File: src/rtl/morse_pkg.sv
// Shared constants for the Morse letter decoder: symbol limits, letter patterns,
// letter codes and the control state encoding.
package morse_pkg;

  localparam int MORSE_LEN = 13;

  // Patterns are left-justified symbol streams (dot=1, dash=111, gap=0), zero-filled.
  localparam logic [12:0] PAT_S = 13'b1010100000000;
  localparam logic [12:0] PAT_T = 13'b1110000000000;
  localparam logic [12:0] PAT_U = 13'b1010111000000;
  localparam logic [12:0] PAT_V = 13'b1010101110000;
  localparam logic [12:0] PAT_W = 13'b1011101110000;
  localparam logic [12:0] PAT_X = 13'b1110101011100;
  localparam logic [12:0] PAT_Y = 13'b1110101110111;
  localparam logic [12:0] PAT_Z = 13'b1110111010100;

  localparam logic [2:0] LTR_S = 3'd0;
  localparam logic [2:0] LTR_T = 3'd1;
  localparam logic [2:0] LTR_U = 3'd2;
  localparam logic [2:0] LTR_V = 3'd3;
  localparam logic [2:0] LTR_W = 3'd4;
  localparam logic [2:0] LTR_X = 3'd5;
  localparam logic [2:0] LTR_Y = 3'd6;
  localparam logic [2:0] LTR_Z = 3'd7;

  typedef enum logic [1:0] {
    IDLE,
    COLLECT,
    DRAIN
  } state_t;

endpackage

File: src/rtl/morse_lookup.sv
// Combinational match of a completed symbol pattern against the letter table.
module morse_lookup
  import morse_pkg::*;
(
  input  logic [12:0] pattern,
  output logic [2:0]  letter,
  output logic        hit
);

  always_comb begin
    letter = LTR_S;
    hit    = 1'b1;
    case (pattern)
      PAT_S:   letter = LTR_S;
      PAT_T:   letter = LTR_T;
      PAT_U:   letter = LTR_U;
      PAT_V:   letter = LTR_V;
      PAT_W:   letter = LTR_W;
      PAT_X:   letter = LTR_X;
      PAT_Y:   letter = LTR_Y;
      PAT_Z:   letter = LTR_Z;
      default: hit    = 1'b0;
    endcase
  end

endmodule

File: src/rtl/morse_decoder.sv
// Serial Morse decoder: collects tick-qualified symbols into a pattern, closes a
// letter after GAP_LEN spaces and reports the decoded letter or an error.
module morse_decoder
  import morse_pkg::*;
#(
  parameter int GAP_LEN   = 3,
  parameter int MORSE_LEN = morse_pkg::MORSE_LEN
) (
  input  logic       clock,
  input  logic       reset,
  input  logic       tick,
  input  logic       morse_in,
  output logic [2:0] letter,
  output logic       letter_valid,
  output logic       error,
  output logic [7:0] rx_count
);

  localparam logic [3:0] CNT_MAX  = 4'(MORSE_LEN);
  localparam logic [2:0] GAP_LAST = 3'(GAP_LEN - 1);

  state_t      state, state_next;
  logic [12:0] pat, pat_next;
  logic [3:0]  cnt, cnt_next;
  logic [2:0]  zero_run, zero_run_next;
  logic [2:0]  letter_next;
  logic        letter_valid_next, error_next;
  logic [7:0]  rx_count_next;
  logic [2:0]  lookup_letter;
  logic        lookup_hit;

  // Pattern bits past cnt are still zero from the clear at letter start, so the
  // registered pat already equals the completed pattern on the closing tick.
  morse_lookup u_lookup (
    .pattern (pat),
    .letter  (lookup_letter),
    .hit     (lookup_hit)
  );

  always_ff @(posedge clock) begin
    if (reset) begin
      state        <= IDLE;
      pat          <= '0;
      cnt          <= '0;
      zero_run     <= '0;
      letter       <= LTR_S;
      letter_valid <= 1'b0;
      error        <= 1'b0;
      rx_count     <= '0;
    end else begin
      state        <= state_next;
      pat          <= pat_next;
      cnt          <= cnt_next;
      zero_run     <= zero_run_next;
      letter       <= letter_next;
      letter_valid <= letter_valid_next;
      error        <= error_next;
      rx_count     <= rx_count_next;
    end
  end

  always_comb begin
    state_next        = state;
    pat_next          = pat;
    cnt_next          = cnt;
    zero_run_next     = zero_run;
    letter_next       = letter;
    letter_valid_next = 1'b0;
    error_next        = 1'b0;
    rx_count_next     = rx_count;

    if (tick) begin
      case (state)
        IDLE: begin
          if (morse_in) begin
            pat_next      = 13'b1_0000_0000_0000;
            cnt_next      = 4'd1;
            zero_run_next = '0;
            state_next    = COLLECT;
          end
        end

        COLLECT: begin
          if (morse_in) begin
            zero_run_next = '0;
            if (cnt < CNT_MAX) begin
              if (cnt < 4'd13) pat_next[4'd12 - cnt] = 1'b1;
              cnt_next = cnt + 4'd1;
            end else begin
              error_next = 1'b1;
              state_next = DRAIN;
            end
          end else begin
            if (cnt < CNT_MAX) begin
              if (cnt < 4'd13) pat_next[4'd12 - cnt] = 1'b0;
              cnt_next = cnt + 4'd1;
            end
            zero_run_next = zero_run + 3'd1;
            if (zero_run == GAP_LAST) begin
              state_next = IDLE;
              if (lookup_hit) begin
                letter_next       = lookup_letter;
                letter_valid_next = 1'b1;
                rx_count_next     = rx_count + 8'd1;
              end else begin
                error_next = 1'b1;
              end
            end
          end
        end

        DRAIN: begin
          if (morse_in) begin
            zero_run_next = '0;
          end else begin
            zero_run_next = zero_run + 3'd1;
            if (zero_run == GAP_LAST) state_next = IDLE;
          end
        end

        default: state_next = IDLE;
      endcase
    end
  end

endmodule

File: config.mk
export PLATFORM = sky130hd
export DESIGN_NAME = morse_decoder
export DESIGN_NICKNAME = d
export VERILOG_FILES = /design/src/rtl/morse_pkg.sv /design/src/rtl/morse_lookup.sv /design/src/rtl/morse_decoder.sv
export SDC_FILE = /design/constraint.sdc
export NUM_CORES = 1
export LEC_CHECK = 0
export ABC_AREA = 1
export BUFFER_PORTS_ARGS = -buffer_cell sky130_fd_sc_hd__buf_4
export CORE_MARGIN = 1
export CORE_UTILIZATION = 43
export DETAILED_ROUTE_END_ITERATION = 10
export GPL_ROUTABILITY_DRIVEN = 0
export REMOVE_ABC_BUFFERS = 1
export SYNTH_ARGS = -nofsm -noshare
export SYNTH_HDL_FRONTEND = slang
export SYNTH_SLANG_ARGS = --single-unit
export TNS_END_PERCENT = 5
File: constraint.sdc
create_clock -name clock -period 1.8 [get_ports clock]
set_input_delay 0.36 -clock clock [delete_from_list [all_inputs] [get_ports clock]]
set_output_delay 0.36 -clock clock [all_outputs]
set_load 0.01 [all_outputs]
======== After elaboration in Yosys (flattened, before gate mapping) ========
Cells that the tools add are included.
storage, ports and cells
  bits in registers ....................... 35
  input port bits ......................... 4
  word-level logic and storage cells ...... 75
cells by class
  add/sub/neg operators ................... 4
  $lt $le $gt $ge ......................... 3
  equal/unequal tests ..................... 15
  muxes and demuxes ....................... 26
  bitwise gates (word level) .............. 7
  reductions and logical operators ........ 12
operators by type and width
  cell                    number
  $eq A13 B13 Y1 const B  8
  $mux W13                4
  $pmux W13 S2            1
  $pmux W3 S7             1
  $and A13 B13 Y13        1
  $not A13 Y13            1
  $or A13 B13 Y13         1
  $mux W2                 5
  $add A8 B1 Y8 const B   1
  $mux W4                 2
  $pmux W4 S2             1
  $reduce_and A4 Y1       2
  $reduce_or A8 Y1        1
  $mux W1                 7
  $mux W3                 2
  $ne A2 B2 Y1 const B    3
  $pmux W2 S3             1
  $pmux W3 S2             1
  $lt A4 B5 Y1 const B    1
  $reduce_and A5 Y1       1
  $reduce_or A5 Y1        1
  $add A4 B1 Y4 const B   1
  $demux W1 S4            1
  $ge A4 B1 Y1 const B    1
  14 further kinds        18

======== Depth between registers and ports, before layout ========
  word-level depth ........................ 10
  mapped depth ............................ 12
  gate-level depth less buffers ........... 11

======== By module ========
A second synthesis with hierarchy kept.
second synthesis, totals
  cells, all modules ...................... 339
  area, all modules ....................... 2187.1 µm²
by module, submodules not included
  module         instances  cells an instance  area each (µm²)  sequential area each (µm²)
  morse_decoder  1          273                1899.3           700.7
  morse_lookup   1          66                 287.8            0.0

======== Least setup slack after synthesis ========
No wires, ideal clock.
  path kind ............................... register to register
  start ................................... reg cnt[0]
  end ..................................... reg pat[11]
  setup time .............................. 134 ps
  data arrival time ....................... 1685 ps
  required time ........................... 1666 ps
  path slack .............................. -19 ps
  cell stages (with the launch flop) ...... 12
  clock period less this slack ............ 1819 ps
  cell sequence ........................... dfxtp_1 > clkinv_1 > ha_1 > nand2_1 > inv_1 > nor2_2 > inv_1 > buf_2 > nand3_1 > nand2_1 > nand3_1 > a21oi_1
between the ends
  longest elaborated chain between the ends .. 10
  elaborated cells on any way between the ends .. 16
RTL lines
  item                                                                line                                      text
  start: declaration                                                  morse_decoder.sv:24                       logic [3:0] cnt, cnt_next;
  start signal: assignment                                            morse_decoder.sv:53                       cnt <= cnt_next;
  $sub A4 B4 Y4                                                       morse_decoder.sv:87, morse_decoder.sv:95
  $lt A4 B5 Y1 (implied by the code) or $ge A4 B1 Y1 (tied branches)  morse_decoder.sv:87, morse_decoder.sv:95
  $logic_and A1 B1 Y1 (implied by the code)                           morse_decoder.sv:87, morse_decoder.sv:95
  $mux W1 (implied by the code)                                       morse_decoder.sv:87, morse_decoder.sv:95
  $demux W1 S4                                                        morse_decoder.sv:87, morse_decoder.sv:95
  $not A13 Y13 (no source line)                                       n/a
  $and A13 B13 Y13 (no source line)                                   n/a
  $mux W13                                                            morse_decoder.sv:94                       if (cnt < CNT_MAX) begin
  $mux W13                                                            morse_decoder.sv:84                       if (morse_in) begin
  $pmux W13 S2                                                        morse_decoder.sv:73                       case (state)
  end signal: assignment                                              morse_decoder.sv:52                       pat <= pat_next;
  end: declaration                                                    morse_decoder.sv:23                       logic [12:0] pat, pat_next;
Parallel ways exist; a longest one is shown, timed or not. The select of a mux whose other input is x is not followed.
A chain may end at the register's enable or synchronous reset.

======== Final worst setup path ========
  start ................................... reg cnt[0]
  end ..................................... reg pat[5]
The elaborated chain is that of the path after synthesis.

==> results_tabular.tex <==
\begin{tabular}{lr}
\hline
Metric & Value \\
\hline
\multicolumn{2}{l}{\textbf{Critical path}} \\
Critical Path Max Stage Delay & 340 ps \\
Data arrival time of the critical path & 1900 ps \\
Category of the worst setup path launch point & register \\
Worst path bufs/invs & 4 \\
Worst-path fanout max & 6 \\
Worst path top cell family by delay & buffers and inverters \\
Standard cell with the maximum stage delay on the critical path & sky130\_fd\_sc\_hd\_\_dfxtp\_1 \\
Critical Path End Type & register \\
Category of the most critical setup path & reg -> reg \\
Worst endpoint required time & 2020 ps \\
CP Cell Sequence & clkinv\_1 > ha\_1 > buf\_4 > nand2\_1 > inv\_1 > nor2\_4 > buf\_6 > nand3\_1 > nand2\_1 > nand3\_1 > a21oi\_1 \\
\multicolumn{2}{l}{\textbf{Cells and area}} \\
Layout area overhead & 15.5\% \\
Final net count & 393 \\
Final cell area excluding filler cells & 2640 um\^{}2 \\
Fraction of layout cells with a size suffix above 1 & 15.6\% \\
Leading cell types in the layout, fill and taps excluded & sky130\_fd\_sc\_hd\_\_nand2\_1 (78), sky130\_fd\_sc\_hd\_\_nand3\_1 (42), sky130\_fd\_sc\_hd\_\_nor2\_1 (42) \\
Post-route core utilization & 51.7\% \\
ANT cells & 0 \\
Most frequent standard cell in the layout excluding fill and tap cells & sky130\_fd\_sc\_hd\_\_nand2\_1 \\
\multicolumn{2}{l}{\textbf{STA}} \\
Final setup violation count & 0 \\
Setup repair after global routing missed its margin & yes \\
Transition at the pin with the smallest max-transition slack & 398 ps \\
Post-route clock period utilization & 93.1\% \\
Slew Limit Headroom & 73.4\% \\
Final min period & 1680 ps \\
Number of pins with negative max-slew slack in the final report & 0 \\
Achievable clock frequency & 0.596 GHz \\
Hold Vio Cnt, Final & 0 \\
Worst Slack Setup Final & 123 ps \\
Final setup skew & 5.55 ps \\
\multicolumn{2}{l}{\textbf{Logic synthesis}} \\
Xor/xnor cell area share of the yosys netlist & 1.91\% \\
Mean instance size in the synthesized netlist & 6.50 um\^{}2 \\
Area share of fa/ha/maj cells after synthesis & 6.56\% \\
Share of the yosys chip area belonging to registers & 30.6\% \\
Cells after Synth & 352 \\
Flip-flop and latch count after synthesis & 35 \\
Dominant combinational cell family by area after synthesis & simple AND/OR/NAND/NOR gates \\
Yosys warning count & 0 \\
Fraction of the mapped netlist area in compound gates & 11.0\% \\
Post-Synthesis Cell Area & 2290 um\^{}2 \\
Post-synthesis share of cell area spent on and, or, nand and nor gates & 39.0\% \\
Post-synthesis cell type count & 32 \\
Share of synthesized area spent on multiplexers & 0\% \\
\multicolumn{2}{l}{\textbf{Drt}} \\
Routed wire length on met2 & 2.28 mm \\
Routed length on met3 & 170 um \\
DRT Pass-1 Iters & 4 \\
Antenna violation net count after detailed routing & 0 \\
Count of vias placed by the detailed router & 2252 \\
Final routed wirelength across all metal layers & 5.30 mm \\
Remaining routing DRC violations & 0 \\
Post-detailed-route wirelength per cell & 11.8 um \\
Starting DRT DRC Count & 103 \\
Routed metal-1 wirelength & 2.77 mm \\
DR top layer & met4 \\
Vias per inst & 5.03 \\
\multicolumn{2}{l}{\textbf{Pwr}} \\
Total leakage power & 1.14 nW \\
Maximum vdd drop & 0.000448 V \\
Pwr Density & 655 nW/um\^{}2 \\
\multicolumn{2}{l}{\textbf{Global routing}} \\
Antenna violations before repair & 0 \\
Leftover overflow at the end of global routing & 0 \\
Wire length of the first global-routing pass & 8.78 mm \\
Largest net degree at the start of global routing & 21 \\
Number of global-route vias before repair & 1933 \\
Global-route usage over all layers & 20.7\% \\
\multicolumn{2}{l}{\textbf{Clock network}} \\
Clock buffer count from CTS & 5 \\
Clock tree from TritonCTS & yes \\
Clock Latency Late Sink & 300 ps \\
CTS Buffer Depth & 2 \\
TritonCTS sink count & 35 \\
Hold Buf Count CTS & 0 \\
Root buffer cell & sky130\_fd\_sc\_hd\_\_clkbuf\_8 \\
H-tree depth & 2 \\
Clock transition time at the flip-flop clock pins of the worst setup and hold paths & 70 ps \\
\multicolumn{2}{l}{\textbf{Floorplanning}} \\
Core Box Area & 5110 um\^{}2 \\
Number of I/O pins & 17 \\
Row count & 26 \\
Width of the die & 75.0 um \\
Die Area & 5620 um\^{}2 \\
Initial Util & 44.8\% \\
Overall die height & 75.0 um \\
\multicolumn{2}{l}{\textbf{Placed design}} \\
Port buffer count & 16 \\
Placed instance area & 2530 um\^{}2 \\
Worst setup slack before clock tree synthesis & 40.7 ps \\
Detailed placement HPWL & 3.79 mm \\
\multicolumn{2}{l}{\textbf{Outcome}} \\
Run status & finished clean \\
\multicolumn{2}{l}{\textbf{Run}} \\
MaxCap Viol Count & 0 \\
\multicolumn{2}{l}{\textbf{Worst hold path}} \\
Hold WC Path Type & in -> reg \\
\hline
\end{tabular}
==> area by class of cell <==
type / instances / area, um^2
clock buffers: 7 / 76.3
clock inverters: 1 / 5.00
fillers: 520 / 2460
inverters: 50 / 188
multi-input cells: 256 / 1350
flip-flops and latches: 35 / 703
well taps: 70 / 87.6
repair buffers: 29 / 229
==> power by group <==
| part | total [mW] | internal (mW) | switching, mW |
|---|---|---|---|
| Sequential | 0.816 | 0.796 | 0.0203 |
| Combinational | 0.349 | 0.124 | 0.225 |
| Clock | 0.566 | 0.272 | 0.294 |
==> repair_timing <==
action | in CTS | in global routing
buffers inserted | 0 | 0
endpoints found under the setup margin | 0 | 30
resized for setup | 0 | 10
==> worst paths after layout <==
check | startpoint | to | slack, ps | cells after the start
hold reg to reg | zero_run[2] | zero_run[2] | 440 | 1
setup / recovery | cnt[0] | pat[5] | 120 | 11
setup reg to reg | cnt[0] | pat[5] | 120 | 11
hold / removal | reset | pat[7] | 370 | 2
==> per-layer routing <==
metal	track usage (%)	vias to the layer above
met2	30.5	41
met1	29.1	997
met3	4.15	8
met5	0	-
li1	-	1206
met4	9.22	0
==> worst register-to-register path, cell delays in order, from the launching register on <==
cell	delay, ps
sky130_fd_sc_hd__dfxtp_1	340
sky130_fd_sc_hd__clkinv_1	90
sky130_fd_sc_hd__ha_1	210
sky130_fd_sc_hd__buf_4	150
sky130_fd_sc_hd__nand2_1	90
sky130_fd_sc_hd__inv_1	100
sky130_fd_sc_hd__nor2_4	140
sky130_fd_sc_hd__buf_6	130
sky130_fd_sc_hd__nand3_1	70
sky130_fd_sc_hd__nand2_1	80
sky130_fd_sc_hd__nand3_1	70
sky130_fd_sc_hd__a21oi_1	140
==> synth_stat cells <==
cell	instances	area, um^2
sky130_fd_sc_hd__nand2_1	79	297
sky130_fd_sc_hd__nor2_1	43	161
sky130_fd_sc_hd__inv_1	42	158
sky130_fd_sc_hd__nand3_1	42	210
sky130_fd_sc_hd__dfxtp_1	35	701
sky130_fd_sc_hd__nand4_1	19	119
sky130_fd_sc_hd__a21oi_1	18	90.1
sky130_fd_sc_hd__ha_1	12	150
sky130_fd_sc_hd__o21ai_0	12	60.1
sky130_fd_sc_hd__nor3_1	7	35.0
sky130_fd_sc_hd__inv_2	6	22.5
sky130_fd_sc_hd__buf_2	4	20.0
sky130_fd_sc_hd__clkbuf_1	4	15.0
sky130_fd_sc_hd__nor2_2	4	25.0
sky130_fd_sc_hd__a31oi_1	3	18.8
sky130_fd_sc_hd__a211oi_1	2	15.0
sky130_fd_sc_hd__buf_4	2	15.0
sky130_fd_sc_hd__clkinv_1	2	7.51
sky130_fd_sc_hd__nand2_2	2	12.5
sky130_fd_sc_hd__nand3_2	2	20.0
sky130_fd_sc_hd__a21oi_2	1	8.76
sky130_fd_sc_hd__a21oi_4	1	16.3
sky130_fd_sc_hd__a221o_1	1	10.0
sky130_fd_sc_hd__and2_1	1	6.26
sky130_fd_sc_hd__buf_6	1	11.3
sky130_fd_sc_hd__nand3b_1	1	7.51
sky130_fd_sc_hd__o2111a_1	1	11.3
sky130_fd_sc_hd__o211a_1	1	10.0
sky130_fd_sc_hd__o21ai_1	1	5.00
sky130_fd_sc_hd__o22ai_1	1	6.26
sky130_fd_sc_hd__xor2_2	1	16.3
sky130_fd_sc_hd__xor2_4	1	27.5
==> metrics by stage <==
stage / hold WS [ps] / total power, mW / instances / TNS [ps]
floorplan: 412 / 1.04 / 341 / -8510
global placement: 428 / 1.16 / 440 / 0
detailed placement: 430 / 1.16 / 440 / 0
CTS: 359 / 1.73 / 448 / 0
global route: 381 / 1.82 / 448 / -124
finish: 369 / 1.73 / 448 / 0
==> flip-flops by register name, summed over array words and instances, names as in the netlist <==
signal and count:
cnt 4, error 1, letter 3, letter_valid 1, pat 13, rx_count 8, state 2, zero_run 3
==> cells by family after synthesis <==
group,after synthesis
AND/OR/NAND/NOR,200
buffers and inverters,61
AO/OA/AOI/OAI,42
flip-flops,35
adder cells (fa/ha/maj),12
XOR/XNOR,2
Power figures use the tool's default switching activity.
